### config.mk
export PLATFORM = sky130hd
export DESIGN_NAME = jtl_pulse_sched
export DESIGN_NICKNAME = d
export VERILOG_FILES = /design/src/rtl/jtl_sched_pkg.sv /design/src/rtl/jtl_track_fifo.sv /design/src/rtl/jtl_pulse_sched.sv
export SDC_FILE = /design/constraint.sdc
export NUM_CORES = 1
export LEC_CHECK = 0
export CAP_MARGIN = 25
export CORE_ASPECT_RATIO = 1.75
export CORE_MARGIN = 2
export CORE_UTILIZATION = 55
export CTS_CLUSTER_DIAMETER = 60
export CTS_CLUSTER_SIZE = 40
export DETAILED_ROUTE_END_ITERATION = 8
export DONT_BUFFER_PORTS = 1
export GPL_TIMING_DRIVEN = 0
export PLACE_DENSITY = 0.7
export RECOVER_POWER = 50
export SYNTH_ARGS = -nofsm -noshare
export SYNTH_HDL_FRONTEND = slang
export SYNTH_SLANG_ARGS = --single-unit
### constraint.sdc
create_clock -name clk -period 6 [get_ports clk]
set_clock_uncertainty 0.15 [all_clocks]
set_input_delay 1.2 -clock clk [delete_from_list [all_inputs] [get_ports clk]]
set_output_delay 1.2 -clock clk [all_outputs]
set_load 0.02 [all_outputs]
### src/rtl/jtl_sched_pkg.sv
// Shared types and constants for the JTL pulse scheduler.
// Tracker entries carry requester id and launch timestamp.
package jtl_sched_pkg;

  localparam int ERR_LATE = 1;
  localparam int ERR_SPUR = 0;

  localparam int ID_W = 4;
  localparam int TS_W = 16;

  function automatic int ts_width(int delay, int tol);
    return $clog2(delay + tol + 2) + 1;
  endfunction

  typedef struct packed {
    logic [ID_W-1:0] id;
    logic [TS_W-1:0] ts;
  } trk_entry_t;

endpackage

### src/rtl/jtl_track_fifo.sv
// Circular FIFO of in-flight pulse entries.
// Push and pop may coincide, including when full.
module jtl_track_fifo
  import jtl_sched_pkg::*;
#(
  parameter int DEPTH = 4
) (
  input  logic                       clk,
  input  logic                       rst,
  input  logic                       push,
  input  trk_entry_t                 push_data,
  input  logic                       pop,
  output trk_entry_t                 head,
  output logic                       full,
  output logic                       empty,
  output logic [$clog2(DEPTH+1)-1:0] count
);

  localparam int PW = (DEPTH > 1) ? $clog2(DEPTH) : 1;
  localparam int CW = $clog2(DEPTH + 1);

  trk_entry_t      mem [DEPTH];
  logic [PW-1:0]   wr_ptr;
  logic [PW-1:0]   rd_ptr;
  logic            do_push;
  logic            do_pop;

  assign full    = (count == CW'(DEPTH));
  assign empty   = (count == '0);
  assign head    = mem[rd_ptr];
  assign do_push = push && (!full || pop);
  assign do_pop  = pop && !empty;

  function automatic logic [PW-1:0] inc(logic [PW-1:0] p);
    return (p == PW'(DEPTH - 1)) ? '0 : p + 1'b1;
  endfunction

  always_ff @(posedge clk) begin
    if (do_push) mem[wr_ptr] <= push_data;
  end

  always_ff @(posedge clk) begin
    if (rst) begin
      wr_ptr <= '0;
      rd_ptr <= '0;
      count  <= '0;
    end else begin
      if (do_push) wr_ptr <= inc(wr_ptr);
      if (do_pop)  rd_ptr <= inc(rd_ptr);
      unique case ({do_push, do_pop})
        2'b10:   count <= count + 1'b1;
        2'b01:   count <= count - 1'b1;
        default: count <= count;
      endcase
    end
  end

endmodule

### src/rtl/jtl_pulse_sched.sv
// Round-robin launcher for a shared JTL line with
// arrival matching, timeout and spacing control.
module jtl_pulse_sched
  import jtl_sched_pkg::*;
#(
  parameter int N_REQ   = 4,
  parameter int MIN_GAP = 3,
  parameter int DELAY   = 8,
  parameter int TOL     = 1,
  parameter int DEPTH   = 4
) (
  input  logic                                   clk,
  input  logic                                   rst,
  input  logic                                   enable,
  input  logic [N_REQ-1:0]                       req,
  output logic [N_REQ-1:0]                       grant,
  output logic                                   jtl_in,
  input  logic                                   jtl_out,
  output logic                                   done_valid,
  output logic [(N_REQ>1?$clog2(N_REQ):1)-1:0]   done_id,
  output logic                                   err_late,
  output logic                                   err_spurious,
  output logic [1:0]                             err_sticky,
  input  logic                                   err_clr,
  output logic                                   busy,
  output logic [$clog2(DEPTH+1)-1:0]             inflight
);

  localparam int IW    = (N_REQ > 1) ? $clog2(N_REQ) : 1;
  localparam int AGE_W = ts_width(DELAY, TOL);
  localparam int QW    = $clog2(DELAY + TOL + 2);
  localparam int GW    = (MIN_GAP > 1) ? $clog2(MIN_GAP) : 1;
  localparam int LO    = DELAY - TOL;
  localparam int HI    = DELAY + TOL;
  localparam int TMO   = DELAY + TOL + 1;

  logic [TS_W-1:0]  now;
  logic [QW-1:0]    quiet;
  logic [GW-1:0]    gap;
  logic [IW-1:0]    ptr;
  logic [IW-1:0]    win;
  logic             found;
  logic             elig;
  logic             jtl_out_q;
  logic             arrival;
  logic [AGE_W-1:0] age;
  logic             in_win;
  logic             too_old;
  logic             done_n;
  logic             late_n;
  logic             spur_n;
  logic [1:0]       err_set;
  logic             full;
  logic             empty;
  trk_entry_t       head;
  trk_entry_t       push_e;
  logic             unused_id;

  always_comb begin
    win   = '0;
    found = 1'b0;
    for (int i = 0; i < N_REQ; i++) begin
      if (!found && req[(int'(ptr) + i) % N_REQ]) begin
        found = 1'b1;
        win   = IW'((int'(ptr) + i) % N_REQ);
      end
    end
  end

  // Full is the count before any pop in this cycle.
  assign elig = enable && (quiet == '0) && (gap == '0)
              && !full && found;

  always_comb begin
    push_e    = '0;
    push_e.id = ID_W'(win);
    push_e.ts = now + 1'b1;
  end

  assign arrival = (jtl_out != jtl_out_q) && (quiet == '0);
  assign age     = AGE_W'(now - head.ts);
  assign in_win  = !empty && (age >= AGE_W'(LO))
                 && (age <= AGE_W'(HI));
  assign too_old = !empty && (age >= AGE_W'(TMO));

  // An arrival on an overdue head is classified as late.
  always_comb begin
    done_n = 1'b0;
    late_n = 1'b0;
    spur_n = 1'b0;
    unique case (1'b1)
      too_old:                       late_n = 1'b1;
      arrival && in_win:             done_n = 1'b1;
      arrival && !in_win && !too_old: spur_n = 1'b1;
      default: ;
    endcase
  end

  always_comb begin
    err_set           = '0;
    err_set[ERR_LATE] = late_n;
    err_set[ERR_SPUR] = spur_n;
  end

  assign busy      = (quiet != '0) || (inflight != '0);
  assign unused_id = ^head.id;

  jtl_track_fifo #(
    .DEPTH(DEPTH)
  ) u_fifo (
    .clk       (clk),
    .rst       (rst),
    .push      (elig),
    .push_data (push_e),
    .pop       (done_n || late_n),
    .head      (head),
    .full      (full),
    .empty     (empty),
    .count     (inflight)
  );

  always_ff @(posedge clk) begin
    if (rst) begin
      now          <= '0;
      quiet        <= QW'(TMO);
      gap          <= '0;
      ptr          <= '0;
      jtl_in       <= 1'b0;
      jtl_out_q    <= 1'b0;
      grant        <= '0;
      done_valid   <= 1'b0;
      done_id      <= '0;
      err_late     <= 1'b0;
      err_spurious <= 1'b0;
      err_sticky   <= '0;
    end else begin
      now       <= now + 1'b1;
      jtl_out_q <= jtl_out;
      if (quiet != '0) quiet <= quiet - 1'b1;
      grant <= elig ? (N_REQ'(1) << win) : '0;
      if (elig) begin
        jtl_in <= ~jtl_in;
        ptr    <= IW'((int'(win) + 1) % N_REQ);
        gap    <= GW'(MIN_GAP - 1);
      end else if (gap != '0) begin
        gap <= gap - 1'b1;
      end
      done_valid   <= done_n;
      if (done_n) done_id <= IW'(head.id);
      err_late     <= late_n;
      err_spurious <= spur_n;
      err_sticky   <= (err_clr ? 2'b00 : err_sticky) | err_set;
    end
  end

endmodule

==> results of run 1 <==
[metal layers]
layer	wire length (um)	GRT usage, %	vias to the layer above	part of all wire, %
met2	2770	33.74	31	56
li1	-	-	838	-
met3	137	5.298	7	2.8
met1	1938	21.24	833	39
met4	116	9.660	0	2.3
met5	0	0	-	0
[worst max-delay path by stage]
| stage | start | cells past startpoint | end | slack, ns |
|---|---|---|---|---|
| after floorplan | flop | 15 | u_fifo.count[2]$_SDFFE_PP0P_ | 2.39 |
| after CTS | flop | 15 | u_fifo.count[2]$_SDFFE_PP0P_ | 1.99 |
| after detailed placement | flop | 15 | u_fifo.count[2]$_SDFFE_PP0P_ | 2.04 |
| after global routing | flop | 15 | u_fifo.count[2]$_SDFFE_PP0P_ | 1.74 |
| after global placement | flop | 15 | u_fifo.count[2]$_SDFFE_PP0P_ | 2.07 |
| final | flop | 15 | u_fifo.count[2]$_SDFFE_PP0P_ | 2.00 |
[kinds of logic (layout without fill, tap and decap cells)]
| family | after synthesis | after routing | share of synthesized area [%] |
|---|---|---|---|
| buffers and inverters | 22 | 38 | 4.256 |
| multiplexers | 12 | 12 | 8.288 |
| adder cells (fa/ha/maj) | 15 | 15 | 7.258 |
| XOR/XNOR | 13 | 13 | 4.346 |
| AO/OA/AOI/OAI | 29 | 29 | 6.810 |
| AND/OR/NAND/NOR | 76 | 76 | 13.84 |
| flip-flops | 63 | 63 | 55.20 |
[worst reg2reg max path, delay by kind of cell, from the launching register on]
kind            cells  cell delay [ns]
compound gates      3             0.80
xor+xnor            1             0.16
fa+ha+maj           3             0.82
buf+inv             3             0.33
flops               1             0.34
mux                 1             0.59
simple gates        4             0.74
[cells in the final DEF (no fill, tap or decap), types with 3 or more instances in the layout]
cell / instances
inv_1: 16
ha_1: 13
nor2b_1: 7
mux4_1: 6
nand2_1: 10
a21oi_1: 11
xor2_1: 4
nand2b_1: 8
a211oi_1: 3
nor3_1: 8
clkbuf_1: 4
nor2_1: 24
mux2i_1: 4
and2_1: 4
or3_1: 5
bufinv_16: 3
dfxtp_1: 35
o21ai_0: 4
clkbuf_8: 10
xnor2_1: 8
edfxtp_1: 28
nand3_1: 3
[state kept, by name, summed over array words and instances, names as in the netlist, named ones only]
register and cells:
quiet 4, err_sticky 2, jtl_out_q 1, u_fifo.mem 28, u_fifo.count 3, ptr 2
jtl_in 1, gap 2, grant 4, done_id 2, err_late 1, now 5
err_spurious 1, done_valid 1, u_fifo.wr_ptr 2, u_fifo.rd_ptr 2
[layout make-up]
type                            instances  area share (%)
Buffer                                  6           1.894
Clock buffer                           10           4.432
Clock inverter                          6           3.465
Inverter                               16           1.934
Multi-Input combinational cell        145           36.46
Sequential cell                        63           49.64
Tap cell                               54           2.176
[power by group]
group | switching, uW | internal, uW
Sequential | 42.0 | 479
Combinational | 172 | 151
Clock | 160 | 286
Total | 373 | 916
[metrics by stage]
stage | std cells | area (sq um) | worst slack (ns) | hold slack [ns] | total power, uW
finish | 300 | 3105 | 2.005 | 0.3018 | 1289
global route | 300 | 3105 | 1.742 | 0.3201 | 1358
CTS | 300 | 3105 | 1.987 | 0.3020 | 1300
detailed placement | 284 | 2860 | 2.038 | 0.2873 | 854.1
global placement | 284 | 2860 | 2.073 | 0.2790 | 842.5
floorplan | 230 | 2793 | 2.390 | 0.2645 | 783.6
==> impl_metrics.tcl, run 1 <==
set metrics [dict create \
    seq_area_sq_um 1541 \
    place.gp.congestion 0.7223 \
    synth.largest_area_cell "edfxtp_1" \
    drc_errors 0 \
    syn-num-nets 254 \
    clk_path_buf_depth 2 \
    setup_viol 0 \
    r2r_cells 15 \
    synth_area_leaders "edfxtp_1 30%, dfxtp_1 25%, ha_1 5.8%" \
    initial_utilization_pct 56.59 \
    path_clk_slew_ns 0.07 \
    cts_repair_resize_count 0 \
    crit_arrival_ns 4.11 \
    maxCapViolations 0 \
    worst_setup_path_end_kind "flop" \
    place_hpwl_um 3547 \
    status "finished clean" \
    cts_buffers 9 \
    dieWidth_um 57.87 \
    synth_common_cells "35 x dfxtp_1, 28 x edfxtp_1, 24 x nor2_1" \
    routed_wl_um 4962 \
    dieArea_sq_um 5686 \
    holdCritPathClass "reg -> reg" \
    irDropWorstVdd_mv 0.2550 \
    layout-drive-gt1-share_pct 9.350 \
    crit_fanout 7 \
    io_pins 25 \
    coreArea_sq_um 4935 \
    antenna_cells 0 \
    syn_area_sq_um 2793 \
    synth_edf_count 28 \
    slew_headroom_pct 45.51 \
    layout_worst_path_cycle_share_pct 66.59 \
    min_period_ns 3.995 \
    drtIter0Drc 28 \
    synth_ff_type "dfxtp_1" \
    min_to "gap[0]$_SDFFE_PP0P_" \
    path_class "reg -> reg" \
    yosys_warnings 0 \
    cts-hold-fix-buffers 0 \
    io_buffers 0 \
    rsz0062_at_grt "no" \
    max_stage_delay_ns 0.58 \
    avgViaCountPerCell 5.697 \
    grt.overflow.total 0 \
    post-route-util_pct 62.93 \
    yosysUniqueCellTypes 40 \
    hold_violations 0 \
    ys_seq_area_share_pct 55.20 \
    area_growth_syn_to_layout_pct 11.20 \
    grt_pass1_wl_um 8017 \
    grt_pass1_vias 1659 \
    cts.sinks 63 \
    min_from "gap[0]$_SDFFE_PP0P_" \
    r2r_setup_slack_ns 2.00 \
    setup_tns_ns 0 \
    yosysMostFrequentCell "dfxtp_1" \
    netlist_instances 230 \
    ant_nets 0 \
    fmax_ghz 0.2503 \
    cts_tree "built" \
    grt_usage_pct 19.50 \
    worst_setup_path_start_kind "flop" \
    htree_levels 3 \
    syn_area_per_cell_sq_um 12.14 \
    post_cts_buffers 0 \
    p_leak_uw 0.001158 \
    cp_cell_sequence "buf_6 -> mux4_1 -> inv_1 -> ha_1 -> nor2b_1 -> o31a_1 -> a211oi_1 -> nand2_1 -> nand3_1 -> ha_1 -> inv_1 -> fa_1 -> xor2_1 -> or3_1 -> a21oi_1" \
    final_nets 265 \
    drv_slew 0 \
    antenna_found_initial 0 \
    clkLatencyLatePin_ns 0.34 \
    critical_path.top_delay_family "adder cells" \
    ys_seq_elements 63 \
    grt_max_degree 12 \
    multi_input_area_sq_um 1132 \
    crit_path_top_delay_cell "mux4_1" \
    cts_root_buf "clkbuf_8" \
    worst-path-buf-inv 3 \
    async_flop_share_pct 0 \
    yosys.area.top_type_share_pct 30.11 \
    hold_depth 1 \
    tightestPinTransition_ns 0.8111 \
    row_count 34 \
    die_y_um 98.27 \
    timing.rr.end "u_fifo.count[2]$_SDFFE_PP0P_" \
    required_ns 6.11 \
    avgRoutedWirePerCell_um 16.54 \
    vias 1709 \
    fillCellCount 401 \
    dr.pass1.iters 4 \
    p_per_area_nw_per_um2 415.1 \
]
No activity file was read; power rests on OpenSTA's default activity.
==> inputs of run 2 (changes only) <==
--- a/config.mk
+++ b/config.mk
@@ -14,7 +14,7 @@
 export DETAILED_ROUTE_END_ITERATION = 8
 export DONT_BUFFER_PORTS = 1
 export GPL_TIMING_DRIVEN = 0
-export PLACE_DENSITY = 0.7
+export PLACE_DENSITY = 0.73
 export RECOVER_POWER = 50
 export SYNTH_ARGS = -nofsm -noshare
 export SYNTH_HDL_FRONTEND = slang
==> constraint.sdc (replaced) <==
create_clock -name clk -period 3.55 [get_ports clk]
set_clock_uncertainty 0.15 [all_clocks]
set_input_delay 0.71 -clock clk [delete_from_list [all_inputs] [get_ports clk]]
set_output_delay 0.71 -clock clk [all_outputs]
set_load 0.02 [all_outputs]
==> impl_metrics.tcl, run 2 (same netlist as run 1, synthesis figures left out) <==
set metrics [dict create \
    routed_wl_um 5168 \
    clkLatencyLatePin_ns 0.33 \
    antenna_cells 0 \
    path_clk_slew_ns 0.06 \
    p_leak_uw 0.001183 \
    min_period_ns 3.436 \
    path_class "reg -> reg" \
    cts_tree "built" \
    cts.sinks 63 \
    rsz0062_at_grt "yes" \
    vias 1733 \
    drv_slew 0 \
    drtIter0Drc 57 \
    fmax_ghz 0.2910 \
    largest_reg_flops 28 \
    cts_buffers 9 \
    coreArea_sq_um 4935 \
    place_inst 284 \
    area_growth_syn_to_layout_pct 15.82 \
    final_common_cell "dfxtp_1" \
    grt.overflow.total 0 \
    holdCritPathClass "reg -> reg" \
    hold_violations 0 \
    crit_arrival_ns 3.55 \
    grt_max_degree 12 \
    cts-hold-fix-buffers 0 \
    post-route-util_pct 65.54 \
    hold_ws_ns 0.3057 \
    die_y_um 98.27 \
    layout_worst_path_cycle_share_pct 96.80 \
    grt_pass1_vias 1776 \
    io_buffers 0 \
    place.gp.congestion 0.7985 \
    maxCapViolations 0 \
    grt_usage_pct 20.28 \
    initial_utilization_pct 56.59 \
    drc_errors 0 \
    dieArea_sq_um 5686 \
    tightestPinTransition_ns 0.8078 \
    slew_headroom_pct 45.73 \
    fin_cells 310 \
    dr.pass1.iters 4 \
    worst_setup_path_start_kind "flop" \
    crit_fanout 6 \
    ant_nets 0 \
    status "finished clean" \
    fillCellCount 383 \
    avgViaCountPerCell 5.590 \
    avgRoutedWirePerCell_um 16.67 \
    setup_tns_ns 0 \
    cts_root_buf "clkbuf_8" \
    largest-register "u_fifo.mem" \
    io_pins 25 \
    clk_path_buf_depth 2 \
    required_ns 3.66 \
    irDropWorstVdd_mv 0.7411 \
    dieWidth_um 57.87 \
    reg.largest.list "u_fifo.mem: 28 flops, now: 5 flops" \
    htree_levels 3 \
    setup_viol 0 \
    layout-drive-gt1-share_pct 21.48 \
    grt_pass1_wl_um 8493 \
    row_count 34 \
    worst_setup_path_end_kind "flop" \
    final_cell_mix "34 x dfxtp_1, 28 x edfxtp_1, 23 x nor2_1, 13 x inv_1" \
    place_hpwl_um 3585 \
    antenna_found_initial 0 \
    p_per_area_nw_per_um2 696.4 \
    final_nets 275 \
]
-- run 2: changes by cell type in the layout (fill, tap and decap cells not counted), sizes merged --
| cell | change |
|---|---|
| buf | +10 |
| clkbuf | +1 |
| bufinv | -2 |
| clkinvlp | +1 |
-- run 2: report_power, final --
part | internal (uW) | switching, uW
clock | 324 | 261
sequential | 811 | 75.6
combinational | 413 | 368
-- run 2: critical path: stages, from the launching register on --
cell and delay [ns]:
dfxtp_2 0.32, buf_6 0.12, mux4_2 0.50, inv_2 0.11
ha_4 0.20, nor2b_4 0.13, o31a_1 0.24, a211oi_2 0.26
nand2_1 0.10, nand3_2 0.13, ha_4 0.15, inv_2 0.03
fa_2 0.32, xor2_1 0.16, or3_1 0.31, a21oi_1 0.14
-- run 2: area by class of cell --
cell class / instances / area, sq um / share of cell area, %
Buffer: 6 / 58.81 / 1.818
Clock buffer: 11 / 131.4 / 4.062
Clock inverter: 5 / 58.81 / 1.818
Inverter: 16 / 60.06 / 1.857
Multi-Input combinational cell: 145 / 1240 / 38.34
Sequential cell: 63 / 1543 / 47.70
Tap cell: 54 / 67.56 / 2.089
Timing Repair Buffer: 10 / 75.07 / 2.321
-- run 2: path summary, 6_finish.rpt --
kind / from / end / slack [ns] / depth (start not counted)
min: gap[0]$_SDFFE_PP0P_ / gap[0]$_SDFFE_PP0P_ / 0.31 / 1
max: flop / u_fifo.count[2]$_SDFFE_PP0P_ / 0.11 / 15
min reg2reg: gap[0]$_SDFFE_PP0P_ / gap[0]$_SDFFE_PP0P_ / 0.31 / 1
max reg2reg: flop / u_fifo.count[2]$_SDFFE_PP0P_ / 0.11 / 15
-- run 2: what timing repair did --
action                                  in CTS  in global routing
cloned                                       0                  0
setup buffers                                7                  3
resized for setup                           18                 11
pin swaps                                    9                  9
endpoints found under the setup margin       3                  2
-- run 2: routing by layer --
layer	part of all wire, %	wire (um)	GRT usage, %	vias to the layer above
li1	-	-	-	855
met1	40	2042	22.65	845
met2	56	2895	35.49	26
met3	2.6	134	5.298	7
met4	1.8	95	8.408	0
met5	0	0	0	-
-- run 2: through the flow --
| step | instance area [sq um] | total power, uW | worst slack [ns] |
|---|---|---|---|
| 5_1_grt | 3234 | 2373 | -0.01964 |
| 4_1_cts | 3149 | 2165 | 0.01661 |
| 3_3_place_gp | 2865 | 1432 | -0.3233 |
| 6_report | 3234 | 2252 | 0.1136 |
| 3_5_place_dp | 2865 | 1447 | -0.3740 |
| 2_1_floorplan | 2798 | 1331 | 0.005298 |
